===== src/rtl/upcntr_seq.sv =====
// Sequencer for the 2-bit up-counter: clear, then N increment pulses spaced by a gap, then done.
// Optional stall input enabled by defining UPCNTR_SEQ_PAUSE_EN.
module upcntr_seq #(
  parameter int CNT_W  = 2,
  parameter int STEP_W = 8,
  parameter int GAP_W  = 4
) (
  input  logic              clk,
  input  logic              reset,
`ifdef UPCNTR_SEQ_PAUSE_EN
  input  logic              pause,
`endif
  input  logic              start,
  input  logic [STEP_W-1:0] num_steps,
  input  logic [GAP_W-1:0]  gap,
  input  logic              abort,
  output logic              inc,
  output logic              cnt_clr,
  output logic              busy,
  output logic              done,
  output logic [STEP_W-1:0] steps_done,
  output logic [CNT_W-1:0]  cnt_mirror
);

  typedef enum logic [2:0] {
    S_IDLE = 3'd0,
    S_CLR  = 3'd1,
    S_RUN  = 3'd2,
    S_GAP  = 3'd3,
    S_DONE = 3'd4
  } state_t;

  state_t              state_r, next_s;
  logic [STEP_W-1:0]   num_r, steps_r;
  logic [GAP_W-1:0]    gap_r, gcnt_r;
  logic [CNT_W-1:0]    mirror_r;
  logic                inc_r, cnt_clr_r, busy_r, done_r;
  logic                pause_s, kill_s, hold_s;
  logic                accept_s, fire_s, load_s, dec_s;

`ifdef UPCNTR_SEQ_PAUSE_EN
  assign pause_s = pause;
`else
  assign pause_s = 1'b0;
`endif

  assign kill_s = abort && (state_r != S_IDLE);
  assign hold_s = pause_s && ((state_r == S_RUN) || (state_r == S_GAP));

  // Next-state and per-cycle action strobes; abort beats pause, pause beats sequencing.
  always_comb begin
    next_s   = state_r;
    accept_s = 1'b0;
    fire_s   = 1'b0;
    load_s   = 1'b0;
    dec_s    = 1'b0;
    if (kill_s) begin
      next_s = S_IDLE;
    end else if (hold_s) begin
      next_s = state_r;
    end else begin
      case (state_r)
        S_IDLE: begin
          if (start) begin
            accept_s = 1'b1;
            if (num_steps == '0) begin
              next_s = S_DONE;
            end else begin
              next_s = S_CLR;
            end
          end else begin
            next_s = S_IDLE;
          end
        end
        S_CLR: begin
          next_s = S_RUN;
          fire_s = 1'b1;
        end
        S_RUN: begin
          if (steps_r == num_r) begin
            next_s = S_DONE;
          end else if (gap_r == '0) begin
            next_s = S_RUN;
            fire_s = 1'b1;
          end else begin
            next_s = S_GAP;
            load_s = 1'b1;
          end
        end
        // gcnt_r is never zero here: GAP is only entered with a non-zero load
        S_GAP: begin
          if (gcnt_r == GAP_W'(1)) begin
            next_s = S_RUN;
            fire_s = 1'b1;
          end else begin
            next_s = S_GAP;
            dec_s  = 1'b1;
          end
        end
        S_DONE: begin
          next_s = S_IDLE;
        end
        default: begin
          next_s = S_IDLE;
        end
      endcase
    end
  end

  // State register and registered pulse/status outputs, aligned with the state they describe.
  always_ff @(posedge clk or negedge reset) begin
    if (!reset) begin
      state_r   <= S_IDLE;
      inc_r     <= 1'b0;
      cnt_clr_r <= 1'b0;
      busy_r    <= 1'b0;
      done_r    <= 1'b0;
    end else begin
      state_r   <= next_s;
      inc_r     <= fire_s;
      cnt_clr_r <= (next_s == S_CLR);
      busy_r    <= (next_s != S_IDLE);
      done_r    <= (next_s == S_DONE);
    end
  end

  // Operation parameters, gap countdown, progress count and shadow counter value.
  always_ff @(posedge clk or negedge reset) begin
    if (!reset) begin
      num_r    <= '0;
      gap_r    <= '0;
      gcnt_r   <= '0;
      steps_r  <= '0;
      mirror_r <= '0;
    end else begin
      if (accept_s) begin
        num_r   <= num_steps;
        gap_r   <= gap;
        steps_r <= '0;
      end else if (fire_s) begin
        steps_r <= steps_r + STEP_W'(1);
      end else begin
        steps_r <= steps_r;
      end
      if (next_s == S_CLR) begin
        mirror_r <= '0;
      end else if (fire_s) begin
        mirror_r <= mirror_r + CNT_W'(1);
      end else begin
        mirror_r <= mirror_r;
      end
      if (load_s) begin
        gcnt_r <= gap_r;
      end else if (dec_s) begin
        gcnt_r <= gcnt_r - GAP_W'(1);
      end else begin
        gcnt_r <= gcnt_r;
      end
    end
  end

  assign inc        = inc_r;
  assign cnt_clr    = cnt_clr_r;
  assign busy       = busy_r;
  assign done       = done_r;
  assign steps_done = steps_r;
  assign cnt_mirror = mirror_r;

endmodule


===== config.mk =====
export PLATFORM = sky130hd
export DESIGN_NAME = upcntr_seq
export DESIGN_NICKNAME = d
export VERILOG_FILES = /design/src/rtl/upcntr_seq.sv
export SDC_FILE = /design/constraint.sdc
export NUM_CORES = 1
export LEC_CHECK = 0
export CELL_PAD_IN_SITES_DETAIL_PLACEMENT = 1
export CELL_PAD_IN_SITES_GLOBAL_PLACEMENT = 1
export CORE_AREA = 2 2 62 79
export DETAILED_ROUTE_END_ITERATION = 16
export DIE_AREA = 0 0 64 81
export PLACE_DENSITY_LB_ADDON = 0.1
export SLEW_MARGIN = 25
export SYNTH_ARGS = -nofsm -noshare
export SYNTH_HDL_FRONTEND = slang
export SYNTH_SLANG_ARGS = --single-unit

===== constraint.sdc =====
create_clock -name clk -period 1.8 [get_ports clk]
set_input_delay 0.36 -clock clk [delete_from_list [all_inputs] [get_ports clk]]
set_output_delay 0.36 -clock clk [all_outputs]
set_load 0.03 [all_outputs]

==> summary.txt, run 1 <==
Setup path
  – Worst Setup Path Type: reg2reg
  – Crit path max-delay family: compound AO/OA/AOI/OAI gates
  – Worst EP required: 2010 ps
  – Arr. time, crit path: 1970 ps
  – Crit-path cells: inv_1 > ha_1 > inv_1 > o31a_1 > nand3b_1 > a21oi_1 > mux2i_1
  – Type of destination of the critical path: register
  – CP max FO: 3
  – Cell mode on critical path: inv_1
  – Startpoint Class: register
  – WP buf/inv: 2
  – Max incr delay on CP: 390 ps
  – Slowest cell on the critical path: dfrtp_1

Clock tree
  – Clk slew on worst S/H paths: 70 ps
  – H-tree depth: 2
  – CTS tree: yes
  – Root buffer cell: clkbuf_8
  – CTS Buf Count: 5
  – Worst-Skew Late Latency: 290 ps
  – CTS sink count: 33
  – Clock Path Buffers: 2

Global routing
  – Vias in the first global route: 1,676
  – First-pass GRT wire length: 7.88 mm
  – Gr usage total: 20.3%
  – Largest net degree at the start of global routing: 34
  – GR Overflow Total: 0
  – Initial antenna violation count: 0

Timing
  – Final setup viols: 0
  – Skew final: 7.68 ps
  – Setup tns final: 0 ps
  – Slew Limit Fails: 0
  – Final worst slack: 38.6 ps
  – Relative slew slack: 70.1%
  – Min Clock Period, post-route: 1760 ps
  – Worst Tran Pin Value: 449 ps
  – RSZ-0062 raised after global routing: true
  – Endpoints failing hold: 0
  – FMAX: 568 MHz
  – Final Cycle Share: 97.9%

Run
  – Max-Cap Viols: 0

Finish
  – Storage element area: 827 µm²
  – Final instance count without filler cells: 292
  – FILL cells: 530
  – Nets: 250
  – Area of the multi-input gates: 881 µm²
  – Area growth from synthesis to layout: 39.9%
  – Antenna fix cells: 0
  – Ratio of cells with drive above 1 in the final layout: 19.4%
  – Design Area, Final: 2390 µm²
  – Util after Layout: 52.8%

Die
  – Core area: 4520 µm²
  – FP Rows: 28
  – # IOs: 30
  – Chip width: 64 µm
  – Area of the die: 5180 µm²
  – Die height: 81 µm
  – Starting Density: 37.7%

Synth
  – Syn nets: 197
  – Most frequently used flop master after synthesis: dfrtp_1
  – Async set-reset flop share out of synthesis: 100%
  – EDFF count, synth: 0
  – Post-Syn Instances: 178
  – Mean Syn Cell Area: 9.58 µm²
  – Mapped cell area: 1710 µm²
  – Synth warn: 0
  – Yosys cell types: 40
  – Synth Register Bits: 33
  – Sequential-to-total area share from yosys stat: 48.4%

Routing
  – Wire length per cell: 16.5 µm
  – Post-Route WL: 4.82 mm
  – 1st-pass router iterations: 4
  – 1st-iter DRT viols: 54
  – Final ANT Viol Nets: 0
  – # DRC: 0
  – Vias per inst: 5.18
  – Via count: 1,512

Placed design
  – Inst Count DP: 282
  – Pre-CTS setup slack: -193 ps
  – GP Congestion: 0.807
  – PortBufs: 29
  – Placed Area: 2210 µm²
  – Final HPWL DP: 3.59 mm

Status
  – Status: completed

Pwr
  – Peak VDD IR: 0.620 mV
  – Pwr per Cell Area: 1410 nW/µm²
  – Static Leak: 1.15 nW

Worst hold path
  – Hold Crit Class: in2async
## worst reg2reg max path: stages, from the launching register on
cell and delay [ps]:
dfrtp_1 390, inv_1 90, ha_1 150, inv_1 60, o31a_1 260, nand3b_1 250, a21oi_1 260, mux2i_1 220
## worst paths after layout
check / start / endpoint / slack, ps / cells after the start
setup / recovery: gcnt_r[1]$_DFFE_PN0P_ / steps_done[7]$_DFFE_PN0P_ / 40 / 7
hold / removal: reset / gcnt_r[2]$_DFFE_PN0P_ / 490 / 2
setup reg to reg: gcnt_r[1]$_DFFE_PN0P_ / steps_done[7]$_DFFE_PN0P_ / 40 / 7
hold reg to reg: num_r[7]$_DFFE_PN0P_ / num_r[7]$_DFFE_PN0P_ / 500 / 2
max in group asynchronous: reset / steps_done[0]$_DFFE_PN0P_ / 970 / 2
min in group clk: num_r[7]$_DFFE_PN0P_ / num_r[7]$_DFFE_PN0P_ / 500 / 2
## area by class of cell
class                      instances  area share [%]
clock buffer                       7            3.62
multi-input combinational        133            36.9
timing repair buffer              53            19.6
inverter                           5           0.787
sequential                        33            34.7
clock inverter                     1            1.26
tap                               60            3.15
## cell usage after synthesis (2+ instances only)
cell       number  area (µm²)
a21o_1          2        15.0
a21oi_1         7        35.0
a2bb2oi_1       2        17.5
and3_1          3        18.8
buf_2           4        20.0
clkbuf_1        3        11.3
dfrtp_1        33         826
ha_1            3        37.5
inv_1           5        18.8
mux2i_1         7        70.1
nand2_1        47         176
nand2b_1        3        18.8
nand3_1         6        30.0
nand4_1         2        12.5
nor2_1          3        11.3
nor2b_1         3        18.8
nor3_1          4        20.0
o2111ai_1       3        26.3
o21ai_0         3        15.0
o21ai_1         5        25.0
o2bb2a_1        2        20.0
o31a_1          2        17.5
or4_1           2        15.0
xnor2_1         8        70.1
## cells in the final DEF, fill, tap and decap left out, types with 3 or more instances in the layout
| cell | n |
|---|---|
| dlygate4sd2_1 | 8 |
| xnor2_1 | 5 |
| o21ai_0 | 3 |
| nor2b_1 | 3 |
| mux2i_1 | 7 |
| nor3_1 | 4 |
| and3_1 | 3 |
| clkbuf_8 | 6 |
| nand2_1 | 47 |
| clkdlybuf4s50_1 | 21 |
| nand2b_1 | 3 |
| nor2_1 | 3 |
| o21ai_1 | 5 |
| nand3_1 | 6 |
| xnor2_2 | 3 |
| o2111ai_1 | 3 |
| ha_1 | 3 |
| dfrtp_1 | 32 |
| inv_1 | 5 |
| a21oi_1 | 7 |
| buf_4 | 22 |
## kinds of logic (layout without fill, tap and decap cells)
| group | after synthesis | count (layout) | share of synthesized area [%] |
|---|---|---|---|
| simple gates | 80 | 80 | 23.3 |
| compound gates | 35 | 35 | 15.0 |
| flops | 33 | 33 | 48.4 |
| buf+inv | 12 | 66 | 2.93 |
| xor+xnor | 8 | 8 | 4.11 |
| mux | 7 | 7 | 4.11 |
| fa+ha+maj | 3 | 3 | 2.20 |
## stage by stage
| stage | hold slack [ps] | power (mW) |
|---|---|---|
| after global placement | 474 | 2.47 |
| after global routing | 538 | 3.60 |
| after CTS | 499 | 3.32 |
| final | 490 | 3.36 |
| after detailed placement | 494 | 2.56 |
| after floorplan | 64.4 | 2.01 |
## sequential cells by signal (all words and copies together), names as in the netlist
name        flops
gcnt_r          4
done            1
steps_done      8
gap_r           4
cnt_clr         1
busy            1
cnt_mirror      2
inc             1
num_r           8
state_r         3
## power by group
group	internal [mW]	switching, mW
Sequential	0.991	0.227
Clock	0.451	0.273
Combinational	0.655	0.764
## layer usage
layer / up-vias / track usage [%] / wire length [µm] / part of all wire, %
met1: 751 / 21.1 / 1910 / 40
met2: 25 / 39.3 / 2690 / 56
met3: 9 / 3.19 / 121 / 2.5
met5: - / 0 / 0 / 0
met4: 0 / 9.78 / 102 / 2.1
li1: 727 / - / - / -
## repair_timing
action	in CTS	in global routing
gates resized for setup	11	8
hold buffers	0	0
setup buffers	0	2
pin swaps	2	2
endpoints found under the setup margin	14	15
Note: power is estimated with default switching activity, not from simulation.
==> run 2: changes to the inputs <==
==> constraint.sdc (replaced) <==
create_clock -name clk -period 1.8 [get_ports clk]
set_input_delay 0.18 -clock clk [delete_from_list [all_inputs] [get_ports clk]]
set_output_delay 0.18 -clock clk [all_outputs]
set_load 0.03 [all_outputs]
==> summary.txt, run 2 (synthesized netlist as in run 1, its figures left out) <==
Worst hold path
  – Hold Crit Class: in2async

Routing
  – Routed wire length on met2: 2.56 mm (-4.7%)
  – Vias per inst: 5.19 (+0.14%)
  – Via count: 1,483 (-1.9%)
  – Top Layer Used: met4
  – Wire length per cell: 15.9 µm (-3.7%)
  – Final ANT Viol Nets: 0 (unchanged)
  – 1st-pass router iterations: 4 (unchanged)
  – Metal3 WL: 125 µm (+3.3%)
  – Post-Route WL: 4.55 mm (-5.7%)
  – # DRC: 0 (unchanged)
  – Wl on met1: 1.81 mm (-5.3%)
  – 1st-iter DRT viols: 81 (+50%)

Setup path
  – Arr. time, crit path: 1920 ps (-50 ps)
  – Slowest cell on the critical path: dfrtp_2
  – Max incr delay on CP: 450 ps (+60 ps)
  – Startpoint Class: register
  – CP max FO: 7 (+4)
  – Worst Setup Path Type: reg2reg
  – Type of destination of the critical path: register
  – Crit-path cells: or2_4 > nor3b_4 > and3b_2 > o2111ai_1 > mux2i_1
  – Worst EP required: 2000 ps (about the same)

Die
  – Area of the die: 5180 µm² (unchanged)
  – Starting Density: 37.7% (unchanged)
  – Core area: 4520 µm² (unchanged)
  – # IOs: 30 (unchanged)
  – FP Rows: 28 (unchanged)
  – Chip width: 64 µm (unchanged)
  – Die height: 81 µm (unchanged)

Global routing
  – Largest net degree at the start of global routing: 34 (unchanged)
  – Gr usage total: 19.0% (-1.3 points)
  – Vias in the first global route: 1,553 (-7.3%)
  – First-pass GRT wire length: 7.47 mm (-5.2%)
  – Initial antenna violation count: 0 (unchanged)
  – GR Overflow Total: 0 (unchanged)

Pwr
  – Clk network pwr share: 17.4% (-4.1 points)
  – Pwr per Cell Area: 1340 nW/µm² (-4.6%)
  – Static Leak: 1.06 nW (-8.0%)
  – Combinational group share of total power: 42.4% (+0.2 points)
  – Sequential share of power: 40.2% (+3.9 points)
  – Sw frac: 39.5% (+1.9 points)
  – Sw Pwr: 1.22 mW (-3.6%)
  – Peak VDD IR: 0.626 mV (+0.89%)
  – Int Power: 1.87 mW (-11%)

Finish
  – Most common cell after layout, fill and taps aside: nand2_1
  – Nets: 244 (-2.4%)
  – Design Area, Final: 2300 µm² (-3.8%)
  – Most frequent cells in the layout: 47 x nand2_1, 30 x dfrtp_1, 29 x clkdlybuf4s50_1, 18 x buf_4
  – Antenna fix cells: 0 (unchanged)
  – Ratio of cells with drive above 1 in the final layout: 16.8% (-2.6 points)
  – Area growth from synthesis to layout: 34.6%

Timing
  – Final setup viols: 0 (unchanged)
  – Final Cycle Share: 95.7% (-2.2 points)
  – Relative slew slack: 70.9% (+0.84 points)
  – Worst Tran Pin Value: 436 ps (-12.6 ps)
  – FMAX: 581 MHz (+2.3%)
  – Slew Limit Fails: 0 (unchanged)
  – Endpoints failing hold: 0 (unchanged)
  – Final worst slack: 78.2 ps (+39.6 ps)
  – Min Clock Period, post-route: 1720 ps (-39.6 ps)
  – Skew final: 5.78 ps (-1.90 ps)

Run
  – Max-Cap Viols: 0 (unchanged)

Clock tree
  – Worst-Skew Late Latency: 280 ps (about the same)
  – Clock Path Buffers: 2 (unchanged)
  – CTS sink count: 33 (unchanged)
  – CTS Buf Count: 5 (unchanged)
  – Clk slew on worst S/H paths: 70 ps (about the same)
  – H-tree depth: 2 (unchanged)
  – Root buffer cell: clkbuf_8
  – CTS tree: yes
  – Post-CTS Hold Buffers: 0 (unchanged)

Placed design
  – Final HPWL DP: 3.49 mm (-3.0%)
  – Placed Area: 2160 µm² (-2.0%)
  – Pre-CTS setup slack: -8.78 ps (+185 ps)
  – GP Congestion: 0.764 (-5.3%)
  – PortBufs: 29 (unchanged)

Status
  – Status: completed
## run 2: changes by cell type in the layout (fill, tap and decap cells not counted), sizes merged
cell,previous run,this run
buf,24,18
clkinv,0,2
bufinv,1,0
clkdlybuf4s50,21,29
clkbuf,7,6
dlygate4sd2,8,0
## run 2: area by class of cell
| cell class | count | area (µm²) |
|---|---|---|
| multi-input combinational | 133 | 865 |
| timing repair buffer | 47 | 425 |
| tap | 60 | 75.1 |
| clock buffer | 6 | 72.6 |
| clock inverter | 2 | 10.0 |
| inverter | 5 | 18.8 |
| fill | 526 | 2220 |
| sequential | 33 | 830 |
## run 2: worst paths after layout
path | from | endpoint | slack, ps | depth (start not counted)
worst max-delay path | state_r[0]$_DFF_PN0_ | steps_done[5]$_DFFE_PN0P_ | 80 | 5
worst min-delay path | reset | gap_r[1]$_DFFE_PN0P_ | 310 | 2
worst max register to register | state_r[0]$_DFF_PN0_ | steps_done[5]$_DFFE_PN0P_ | 80 | 5
worst min register to register | num_r[3]$_DFFE_PN0P_ | num_r[3]$_DFFE_PN0P_ | 500 | 2
max in group asynchronous | reset | steps_done[0]$_DFFE_PN0P_ | 1160 | 2
min in group clk | gap[3] | gap_r[3]$_DFFE_PN0P_ | 420 | 3
## run 2: stage by stage
step | setup TNS (ps) | hold WS (ps) | utilization, % | instances | total power [mW]
after detailed placement | -17.1 | 490 | 47.8 | 276 | 2.48
after CTS | 0 | 325 | 49.7 | 284 | 3.02
after floorplan | 0 | -116 | - | 178 | 2.01
after global placement | 0 | 489 | 47.8 | 276 | 2.42
after global routing | -46.5 | 347 | 50.8 | 286 | 3.33
final | 0 | 307 | 50.8 | 286 | 3.08
## run 2: critical path, delay by kind of cell (launching register included)
family          cells  cell delay [ps]
flops               1              450
mux                 1              210
simple gates        3              740
compound gates      1              240
## run 2: per-layer routing
layer | vias up | track usage, %
li1 | 716 | -
met2 | 25 | 35.6
met4 | 0 | 6.52
met3 | 6 | 3.46
met1 | 736 | 21.6
met5 | - | 0
## run 2: power by group through the flow
stage               clock, mW  combinational (mW)  sequential, mW
finish                  0.538                1.31            1.24
global route            0.591                1.46            1.28
detailed placement          0                1.24            1.24
global placement            0                1.20            1.22
CTS                     0.552                1.24            1.23
floorplan                   0               0.734            1.28
## run 2: what timing repair did
item	4_1_cts	5_1_grt
pin swaps	1	2
buffers inserted	0	2
gates resized for setup	1	7
hold endpoints to repair	0	0
setup endpoints to repair	3	11
